`src/rtl/branch_pkg.sv`:
```
// rtl/branch_pkg.sv - shared funct3 encodings, BHT counter type and helpers
package branch_pkg;

    localparam logic [2:0] F3_BEQ  = 3'b000;
    localparam logic [2:0] F3_BNE  = 3'b001;
    localparam logic [2:0] F3_BLT  = 3'b100;
    localparam logic [2:0] F3_BGE  = 3'b101;
    localparam logic [2:0] F3_BLTU = 3'b110;
    localparam logic [2:0] F3_BGEU = 3'b111;

    typedef logic [1:0] bht_ctr_t;

    localparam bht_ctr_t BHT_RESET = 2'b01;

    // Saturating 2-bit counter step: up on taken, down on not-taken.
    function automatic bht_ctr_t ctr_next(bht_ctr_t c, logic taken);
        bht_ctr_t n;
        n = c;
        if (taken && c != 2'b11) begin
            n = c + 2'b01;
        end else if (!taken && c != 2'b00) begin
            n = c - 2'b01;
        end
        return n;
    endfunction

    function automatic logic f3_illegal(logic [2:0] f3);
        return f3[2:1] == 2'b01;
    endfunction

endpackage

```
`src/rtl/branch_resolve_unit_if.sv`:
```
// rtl/branch_resolve_unit_if.sv - request/result handshake bundle of the branch resolve unit
interface branch_resolve_unit_if #(
    parameter int XLEN = 32
);
    logic            in_valid;
    logic            in_ready;
    logic [2:0]      in_funct3;
    logic [XLEN-1:0] in_op1;
    logic [XLEN-1:0] in_op2;
    logic [XLEN-1:0] in_pc;
    logic [XLEN-1:0] in_target;
    logic            in_pred_taken;
    logic            flush;
    logic            out_valid;
    logic            out_ready;
    logic            out_taken;
    logic            out_eq;
    logic            out_lt;
    logic            out_mispredict;
    logic [XLEN-1:0] out_redirect_pc;
    logic            out_illegal;

    modport master (
        output in_valid, in_funct3, in_op1, in_op2, in_pc, in_target, in_pred_taken,
        output flush, out_ready,
        input  in_ready, out_valid, out_taken, out_eq, out_lt, out_mispredict,
        input  out_redirect_pc, out_illegal
    );

    modport slave (
        input  in_valid, in_funct3, in_op1, in_op2, in_pc, in_target, in_pred_taken,
        input  flush, out_ready,
        output in_ready, out_valid, out_taken, out_eq, out_lt, out_mispredict,
        output out_redirect_pc, out_illegal
    );
endinterface

```
`src/rtl/branch_resolve_unit_bht.sv`:
```
// rtl/branch_resolve_unit_bht.sv - 2-bit saturating-counter BHT, async read, sync update
module bht_2bit
    import branch_pkg::*;
#(
    parameter int BHT_DEPTH = 16,
    parameter int IW        = $clog2(BHT_DEPTH)
) (
    input  logic          clk,
    input  logic          rst_n,
    input  logic [IW-1:0] rd_idx,
    output bht_ctr_t      rd_ctr,
    input  logic          upd_en,
    input  logic [IW-1:0] upd_idx,
    input  logic          upd_taken
);

    bht_ctr_t mem [BHT_DEPTH];

    // Read is taken from the array before this cycle's update lands.
    assign rd_ctr = mem[rd_idx];

    always_ff @(posedge clk) begin
        if (!rst_n) begin
            for (int i = 0; i < BHT_DEPTH; i++) begin
                mem[i] <= BHT_RESET;
            end
        end else if (upd_en) begin
            mem[upd_idx] <= ctr_next(mem[upd_idx], upd_taken);
        end
    end

endmodule

```
`src/rtl/branch_resolve_unit.sv`:
```
// rtl/branch_resolve_unit.sv - EX-stage branch resolve: compare, redirect, BHT training, stats
module branch_resolve_unit
    import branch_pkg::*;
#(
    parameter int XLEN      = 32,
    parameter int BHT_DEPTH = 16,
    parameter int IDX_LSB   = 2
) (
    input  logic                  clk,
    input  logic                  rst_n,
    branch_resolve_unit_if.slave  bus,
    input  logic [XLEN-1:0]       lookup_pc,
    output logic                  lookup_taken,
    output logic [31:0]           branch_cnt,
    output logic [31:0]           mispredict_cnt
);

    localparam int IW = $clog2(BHT_DEPTH);

    logic          capture;
    logic          consume;
    logic          eq;
    logic          lt;
    logic          taken;
    logic          illegal;
    logic [IW-1:0] held_idx;
    bht_ctr_t      lookup_ctr;
    logic          unused_lookup;

    assign bus.in_ready = !bus.out_valid || bus.out_ready;
    assign capture      = bus.in_valid && bus.in_ready && !bus.flush;
    assign consume      = bus.out_valid && bus.out_ready;

    always_comb begin
        eq      = bus.in_op1 == bus.in_op2;
        lt      = bus.in_funct3[1] ? (bus.in_op1 < bus.in_op2)
                                   : ($signed(bus.in_op1) < $signed(bus.in_op2));
        illegal = f3_illegal(bus.in_funct3);
        taken   = 1'b0;
        case (bus.in_funct3)
            F3_BEQ:            taken = eq;
            F3_BNE:            taken = !eq;
            F3_BLT, F3_BLTU:   taken = lt;
            F3_BGE, F3_BGEU:   taken = !lt;
            default:           taken = 1'b0;
        endcase
    end

    always_ff @(posedge clk) begin
        if (!rst_n) begin
            bus.out_valid       <= 1'b0;
            bus.out_taken       <= 1'b0;
            bus.out_eq          <= 1'b0;
            bus.out_lt          <= 1'b0;
            bus.out_mispredict  <= 1'b0;
            bus.out_redirect_pc <= '0;
            bus.out_illegal     <= 1'b0;
            held_idx            <= '0;
            branch_cnt          <= '0;
            mispredict_cnt      <= '0;
        end else begin
            if (consume) begin
                branch_cnt <= branch_cnt + 32'd1;
                if (bus.out_mispredict) begin
                    mispredict_cnt <= mispredict_cnt + 32'd1;
                end
            end
            // Flush never coincides with capture, so it only has to clear valid.
            if (capture) begin
                bus.out_valid       <= 1'b1;
                bus.out_taken       <= taken;
                bus.out_eq          <= eq;
                bus.out_lt          <= lt;
                bus.out_mispredict  <= taken != bus.in_pred_taken;
                bus.out_redirect_pc <= taken ? bus.in_target : bus.in_pc + XLEN'(4);
                bus.out_illegal     <= illegal;
                held_idx            <= bus.in_pc[IDX_LSB +: IW];
            end else if (bus.flush || consume) begin
                bus.out_valid <= 1'b0;
            end
        end
    end

    bht_2bit #(
        .BHT_DEPTH (BHT_DEPTH),
        .IW        (IW)
    ) u_bht (
        .clk       (clk),
        .rst_n     (rst_n),
        .rd_idx    (lookup_pc[IDX_LSB +: IW]),
        .rd_ctr    (lookup_ctr),
        .upd_en    (consume && !bus.out_illegal),
        .upd_idx   (held_idx),
        .upd_taken (bus.out_taken)
    );

    assign lookup_taken  = lookup_ctr[1];
    assign unused_lookup = ^{lookup_pc, lookup_ctr[0]};

endmodule

```
`src/flat_wrapper.sv`:
```
// flat-port wrapper written by rule: the top's interface ports become plain ports
module branch_resolve_unit_flat import branch_pkg::*;
#(
    parameter int XLEN      = 32,
    parameter int BHT_DEPTH = 16,
    parameter int IDX_LSB   = 2
)
  (clk, rst_n, lookup_pc, lookup_taken, branch_cnt, mispredict_cnt, bus_in_valid, bus_in_funct3, bus_in_op1, bus_in_op2, bus_in_pc, bus_in_target, bus_in_pred_taken, bus_flush, bus_out_ready, bus_in_ready, bus_out_valid, bus_out_taken, bus_out_eq, bus_out_lt, bus_out_mispredict, bus_out_redirect_pc, bus_out_illegal);
  branch_resolve_unit_if #(.XLEN(XLEN)) bus_i ();
  input  logic clk;
  input  logic rst_n;
  input  logic [XLEN-1:0] lookup_pc;
  output logic lookup_taken;
  output logic [31:0] branch_cnt;
  output logic [31:0] mispredict_cnt;
  input wire logic [$bits(bus_i.in_valid)-1:0] bus_in_valid;
  input wire logic [$bits(bus_i.in_funct3)-1:0] bus_in_funct3;
  input wire logic [$bits(bus_i.in_op1)-1:0] bus_in_op1;
  input wire logic [$bits(bus_i.in_op2)-1:0] bus_in_op2;
  input wire logic [$bits(bus_i.in_pc)-1:0] bus_in_pc;
  input wire logic [$bits(bus_i.in_target)-1:0] bus_in_target;
  input wire logic [$bits(bus_i.in_pred_taken)-1:0] bus_in_pred_taken;
  input wire logic [$bits(bus_i.flush)-1:0] bus_flush;
  input wire logic [$bits(bus_i.out_ready)-1:0] bus_out_ready;
  output wire logic [$bits(bus_i.in_ready)-1:0] bus_in_ready;
  output wire logic [$bits(bus_i.out_valid)-1:0] bus_out_valid;
  output wire logic [$bits(bus_i.out_taken)-1:0] bus_out_taken;
  output wire logic [$bits(bus_i.out_eq)-1:0] bus_out_eq;
  output wire logic [$bits(bus_i.out_lt)-1:0] bus_out_lt;
  output wire logic [$bits(bus_i.out_mispredict)-1:0] bus_out_mispredict;
  output wire logic [$bits(bus_i.out_redirect_pc)-1:0] bus_out_redirect_pc;
  output wire logic [$bits(bus_i.out_illegal)-1:0] bus_out_illegal;
  assign bus_i.in_valid = bus_in_valid;
  assign bus_i.in_funct3 = bus_in_funct3;
  assign bus_i.in_op1 = bus_in_op1;
  assign bus_i.in_op2 = bus_in_op2;
  assign bus_i.in_pc = bus_in_pc;
  assign bus_i.in_target = bus_in_target;
  assign bus_i.in_pred_taken = bus_in_pred_taken;
  assign bus_i.flush = bus_flush;
  assign bus_i.out_ready = bus_out_ready;
  assign bus_in_ready = bus_i.in_ready;
  assign bus_out_valid = bus_i.out_valid;
  assign bus_out_taken = bus_i.out_taken;
  assign bus_out_eq = bus_i.out_eq;
  assign bus_out_lt = bus_i.out_lt;
  assign bus_out_mispredict = bus_i.out_mispredict;
  assign bus_out_redirect_pc = bus_i.out_redirect_pc;
  assign bus_out_illegal = bus_i.out_illegal;
  branch_resolve_unit #(.XLEN(XLEN), .BHT_DEPTH(BHT_DEPTH), .IDX_LSB(IDX_LSB)) u_core (.clk(clk), .rst_n(rst_n), .bus(bus_i), .lookup_pc(lookup_pc), .lookup_taken(lookup_taken), .branch_cnt(branch_cnt), .mispredict_cnt(mispredict_cnt));
endmodule
```
`config.mk`:
```
export PLATFORM = sky130hd
export DESIGN_NAME = branch_resolve_unit_flat
export DESIGN_NICKNAME = d
export VERILOG_FILES = /design/src/rtl/branch_pkg.sv /design/src/rtl/branch_resolve_unit_if.sv /design/src/rtl/branch_resolve_unit_bht.sv /design/src/rtl/branch_resolve_unit.sv /design/src/flat_wrapper.sv
export SDC_FILE = /design/constraint.sdc
export NUM_CORES = 1
export LEC_CHECK = 0
export BUFFER_PORTS_ARGS = -buffer_cell sky130_fd_sc_hd__buf_4
export CAP_MARGIN = 40
export CELL_PAD_IN_SITES_DETAIL_PLACEMENT = 1
export CELL_PAD_IN_SITES_GLOBAL_PLACEMENT = 2
export CORE_ASPECT_RATIO = 0.9
export CORE_MARGIN = 4
export CORE_UTILIZATION = 30
export CTS_CLUSTER_SIZE = 16
export DETAILED_ROUTE_END_ITERATION = 16
export PLACE_DENSITY_LB_ADDON = 0.1
export SLEW_MARGIN = 10
export SYNTH_ARGS = -nofsm -noshare
export SYNTH_HDL_FRONTEND = slang
export SYNTH_HIERARCHICAL = 1
export SYNTH_SLANG_ARGS = --single-unit
```
`constraint.sdc`:
```
create_clock -name clk -period 3.5 [get_ports clk]
set_clock_uncertainty 0.1 [all_clocks]
set_input_delay 0.175 -clock clk [delete_from_list [all_inputs] [get_ports clk]]
set_output_delay 0.175 -clock clk [all_outputs]
set_load 0.01 [all_outputs]
```
==> out/qor.yml, run 1 <==
vias_per_cell: 4.994
io-pin-count: 273
final-setup-viol-count: 0
finalSetupTns_ns: 0
p_leak_uw: 0.004865
hold_viol_final: 0
power.total_uw: 4131
die_area_mm2: 0.03092
worstMarginPinSlew_ns: 0.8139
cp_num_buf_inv: 1
final_layout_size_suffix_gt1_frac: 0.2936
path_max_fanout: 16
start_kind: "flop"
critPathKind: "flop to flop"
cts_inserted_buffers: 17
dr_total_vias: 7955
track_usage: 0.1828
arrival_ns: 3.42
cp-end-kind: "flop"
status: "finished clean"
yosysWarnings: 6
slowest_stage: "mux4_1"
cts.path.max_buffers: 2
dp_slack_ns: 0.1867
max_freq_mhz: 306.3
grt_remaining_overflow: 0
hpwlAfterDp_um: 20700
core_mm2: 0.02787
crit_family: "multiplexers"
worst_ep_required_time_ns: 3.65
power.density_mw_per_mm2: 357.8
rsz0062_at_grt: "false"
cap_violations: 0
gp_congestion: 0.7645
cts_root_buf: "clkbuf_16"
antenna_found_initial: 0
grt_pass1_wl_um: 45510
nNetsFinal: 1426
htreeDepth: 4
clkSlewWorstSetupHoldPaths_ns: 0.07
finalWirelength_um: 28660
ir_drop_mv: 0.3260
cts_tree: "built"
grt_start_max_net_pins: 69
maxSlewViolCount: 0
clkLatencyLatePin_ns: 0.42
fin_cells: 1593
grt_pass1_vias: 8160
post-cts-setup-buffers: 0
worstHoldPathType: "input port to flop"
cpPeakStageDelay_ns: 0.67
wl_per_cell_um: 17.99
rows: 58
ant_nets: 0
numClockSinks: 138
fin_ws_ns: 0.2348
n_antenna_cell: 0
start_util: 0.3033
die_height_um: 167.2
hold_ws_ns: 0.01815
die_w_um: 184.9
synthesis.area_mm2: 0.008451
avgSynthCellArea_um2: 8.794
slew-limit-headroom: 0.4524
drt-initial-drc-count: 382
area_growth_pct: 36.62
drc_errors: 0
post-place-cells: 1533
port_buffers: 244
netlist_instances: 961
synth_fp_nets: 1167
fin_crit_sh: 0.9329
cp_cell_sequence: "mux4_1 -> mux2_2 -> o21a_1 -> ha_1 -> mux2i_1 -> nor2_1 -> o2bb2ai_4 -> buf_12 -> nor3b_1"
fin_crit_ns: 3.265
drt-pass1-iter-count: 5
-- layer usage --
layer / global-route usage / wire length [um]
met1: 0.2551 / 13540
met4: 0.03542 / 261
met3: 0.03454 / 1447
met2: 0.2975 / 13420
met5: 0 / 0
-- state kept, by name (all words and copies together) (netlist names) --
register,flops
u_core/branch_cnt,32
u_core/bus.out_redirect_pc,32
u_core/mispredict_cnt,32
u_core/u_bht/mem,32
u_core/held_idx,4
u_core/bus.out_eq,1
u_core/bus.out_illegal,1
u_core/bus.out_lt,1
u_core/bus.out_mispredict,1
u_core/bus.out_taken,1
u_core/bus.out_valid,1
-- stage by stage --
step	cell area, um2	util
floorplan	8451	-
global placement	10680	0.3832
detailed placement	10710	0.3842
CTS	11540	0.4142
global route	11540	0.4143
finish	11540	0.4143
-- worst paths after layout --
path	end	startpoint	slack (ns)	cells after the start
setup / recovery	u_core/u_bht/mem[0][1]$_SDFFCE_PN0P_	u_core/held_idx[0]$_SDFFE_PN0P_	0.23	9
hold reg to reg	u_core/bus.out_eq$_SDFFE_PN0P_	u_core/bus.out_eq$_SDFFE_PN0P_	0.39	2
hold / removal	u_core/bus.out_redirect_pc[26]$_SDFFE_PN0P_	bus_in_pc[26]	0.02	4
setup reg to reg	u_core/u_bht/mem[0][1]$_SDFFCE_PN0P_	u_core/held_idx[0]$_SDFFE_PN0P_	0.23	9
-- power by group --
part	leakage (uW)	internal [uW]	total, uW	switching (uW)
Clock	0.000265	940	1780	837
Sequential	0.00113	1670	1700	32.1
Combinational	0.00347	315	656	341
Total	0.00487	2920	4130	1210
-- worst register-to-register path, cell delays in order (launching register included) --
cell       delay, ns
dfxtp_1         0.60
mux4_1          0.67
mux2_2          0.36
o21a_1          0.19
ha_1            0.21
mux2i_1         0.34
nor2_1          0.13
o2bb2ai_4       0.17
buf_12          0.16
nor3b_1         0.19
-- cell usage in the layout, fill, tap and decap left out, types with 24 or more instances in the layout --
| master | instances |
|---|---|
| edfxtp_1 | 32 |
| nor2_1 | 109 |
| buf_4 | 266 |
| nand3_1 | 68 |
| xnor2_1 | 37 |
| dlygate4sd3_1 | 28 |
| nand2_1 | 117 |
| nand4_1 | 26 |
| xor2_1 | 45 |
| inv_1 | 43 |
| ha_1 | 37 |
| o41ai_1 | 33 |
| o21ai_0 | 24 |
| dfxtp_1 | 106 |
| a21oi_1 | 28 |
| and3_1 | 39 |
| o211ai_2 | 29 |
-- timing repair --
action / CTS / global route
resized for setup: 0 / 1
setup endpoints to repair: 0 / 2
hold buffers: 28 / 0
hold endpoints to repair: 25 / 0
-- cell type report --
class                           instances  area (um2)
Fill cell                            3292       16320
Multi-Input combinational cell        722        4946
Sequential cell                       138        3083
Timing Repair Buffer                  297        2345
Tap cell                              360       450.4
Clock buffer                           18       429.2
Inverter                               44       165.2
Clock inverter                         14       126.4
No activity file was read; power rests on OpenSTA's default activity.
==> inputs of run 2 (changes only) <==
--- a/config.mk
+++ b/config.mk
@@ -6,5 +6,4 @@
 export NUM_CORES = 1
 export LEC_CHECK = 0
-export BUFFER_PORTS_ARGS = -buffer_cell sky130_fd_sc_hd__buf_4
 export CAP_MARGIN = 40
 export CELL_PAD_IN_SITES_DETAIL_PLACEMENT = 1
@@ -12,7 +11,8 @@
 export CORE_ASPECT_RATIO = 0.9
 export CORE_MARGIN = 4
-export CORE_UTILIZATION = 30
+export CORE_UTILIZATION = 37
 export CTS_CLUSTER_SIZE = 16
 export DETAILED_ROUTE_END_ITERATION = 16
+export DONT_BUFFER_PORTS = 1
 export PLACE_DENSITY_LB_ADDON = 0.1
 export SLEW_MARGIN = 10
==> constraint.sdc (replaced) <==
create_clock -name clk -period 3.5 [get_ports clk]
set_clock_uncertainty 0.1 [all_clocks]
set_input_delay 0.7 -clock clk [delete_from_list [all_inputs] [get_ports clk]]
set_output_delay 0.7 -clock clk [all_outputs]
set_load 0.01 [all_outputs]
==> run 2 against run 1 <==
  * Fmax increased by 1.1%
  * Final area decreased by 18%
  * Die area down 18%
  * Critical path depth stayed put
  * Worst setup slack better by 0.036 ns
  * Register-to-register slack improved by 0.04 ns
  * Via count shrank 9.4%
  * Count of clock-buffer cells in the layout up 1
  * First-iteration DRC count shrank 6.8%
  * Total power decreased by 3.0%
  * Clock power up 5%
==> out/qor.yml, run 2 (synthesis gave the netlist of run 1 again) <==
status: "finished clean"
htreeDepth: 4
ant_nets: 0
p_leak_uw: 0.003543
power.density_mw_per_mm2: 425.1
hpwlAfterDp_um: 19230
core_mm2: 0.02251
fin_crit_sh: 0.9227
drc_errors: 0
hold_viol_final: 0
worstMarginPinSlew_ns: 0.8482
start_util: 0.3754
worstHoldPathType: "input port to flop"
critPathKind: "flop to flop"
max_freq_mhz: 309.6
cts_tree: "built"
arrival_ns: 3.39
final_layout_size_suffix_gt1_frac: 0.1267
post-cts-setup-buffers: 0
clkSlewWorstSetupHoldPaths_ns: 0.06
maxSlewViolCount: 0
rsz0062_at_grt: "false"
numClockSinks: 138
path_max_fanout: 16
fin_cells: 1262
area_growth_pct: 11.49
final-setup-viol-count: 0
grt_start_max_net_pins: 85
post-place-cells: 1228
wl_per_cell_um: 21.07
rows: 52
cts.path.max_buffers: 2
mostFrequentLayoutCells: "nand2_1, nor2_1, dfxtp_1"
drt-initial-drc-count: 356
cts_root_buf: "clkbuf_16"
vias_per_cell: 5.709
io-pin-count: 273
grt_pass1_wl_um: 41410
port_buffers: 0
die_height_um: 151.4
dr_total_vias: 7205
cp-end-kind: "flop"
slew-limit-headroom: 0.4345
grt_pass1_vias: 7821
die_w_um: 167.3
start_kind: "flop"
fin_crit_ns: 3.230
fin_ws_ns: 0.2705
cts_inserted_buffers: 17
track_usage: 0.2029
drt-pass1-iter-count: 5
cap_violations: 0
grt_remaining_overflow: 0
antenna_found_initial: 3
gp_congestion: 0.8152
dp_slack_ns: -0.04644
die_area_mm2: 0.02532
layout_commonest_cell: "nand2_1"
ir_drop_mv: 0.2977
finalWirelength_um: 26590
clkLatencyLatePin_ns: 0.42
nNetsFinal: 1156
worst_ep_required_time_ns: 3.66
==> run 2: layout make-up <==
type,instances,area (um2)
flip-flops and latches,138,3084
diodes,2,5.005
well taps,297,371.6
clock buffers,19,464.2
multi-input cells,722,4943
fillers,2648,13090
inverters,44,165.2
repair buffers,27,240.2
clock inverters,13,147.6
==> run 2: layer usage <==
metal	routed length, um	vias up	share of wire	global-route usage
met5	20	-	0.00075	0
met4	643	4	0.024	0.07140
met3	1939	42	0.073	0.06889
met2	12930	212	0.49	0.3518
met1	11060	3522	0.42	0.2356
li1	-	3425	-	-
==> run 2: power by group <==
group	leakage (uW)	internal (uW)	switching (uW)
Clock	0.000295	1070	798
Sequential	0.00113	1670	58.2
Combinational	0.00211	165	245
Total	0.00354	2900	1100
==> run 2: path summary, 6_finish.rpt <==
| check | start | endpoint | slack [ns] | depth (start not counted) |
|---|---|---|---|---|
| min | bus_flush | u_core/bus.out_valid$_SDFFE_PN0P_ | 0.27 | 1 |
| max reg2reg | u_core/held_idx[0]$_SDFFE_PN0P_ | u_core/u_bht/mem[0][1]$_SDFFCE_PN0P_ | 0.27 | 9 |
| max | u_core/held_idx[0]$_SDFFE_PN0P_ | u_core/u_bht/mem[0][1]$_SDFFCE_PN0P_ | 0.27 | 9 |
| min reg2reg | u_core/branch_cnt[31]$_SDFFE_PN0P_ | u_core/branch_cnt[31]$_SDFFE_PN0P_ | 0.45 | 2 |
==> run 2: critical path, stage by stage, from the launching register on <==
cell       delay (ns)
dfxtp_1          0.56
mux4_1           0.64
mux2_2           0.36
o21a_1           0.19
ha_1             0.22
mux2i_1          0.34
nor2_1           0.14
o2bb2ai_4        0.19
buf_12           0.15
nor3b_1          0.18
==> run 2: what timing repair did <==
item                       4_1_cts  5_1_grt
gates resized for setup          0        1
setup endpoints to repair        0        2
hold buffers                     0        0
==> run 2: through the flow <==
stage | instance area, um2 | setup TNS [ns] | utilization | hold WS (ns) | power [uW]
after floorplan | 8451 | 0 | - | 0.3491 | 2059
after global routing | 9419 | 0 | 0.4184 | 0.2446 | 4174
after CTS | 9415 | 0 | 0.4182 | 0.2466 | 4056
after global placement | 8803 | 0 | 0.3911 | 0.4213 | 2156
final | 9422 | 0 | 0.4185 | 0.2692 | 4005
after detailed placement | 8803 | -0.7649 | 0.3911 | 0.4361 | 2174
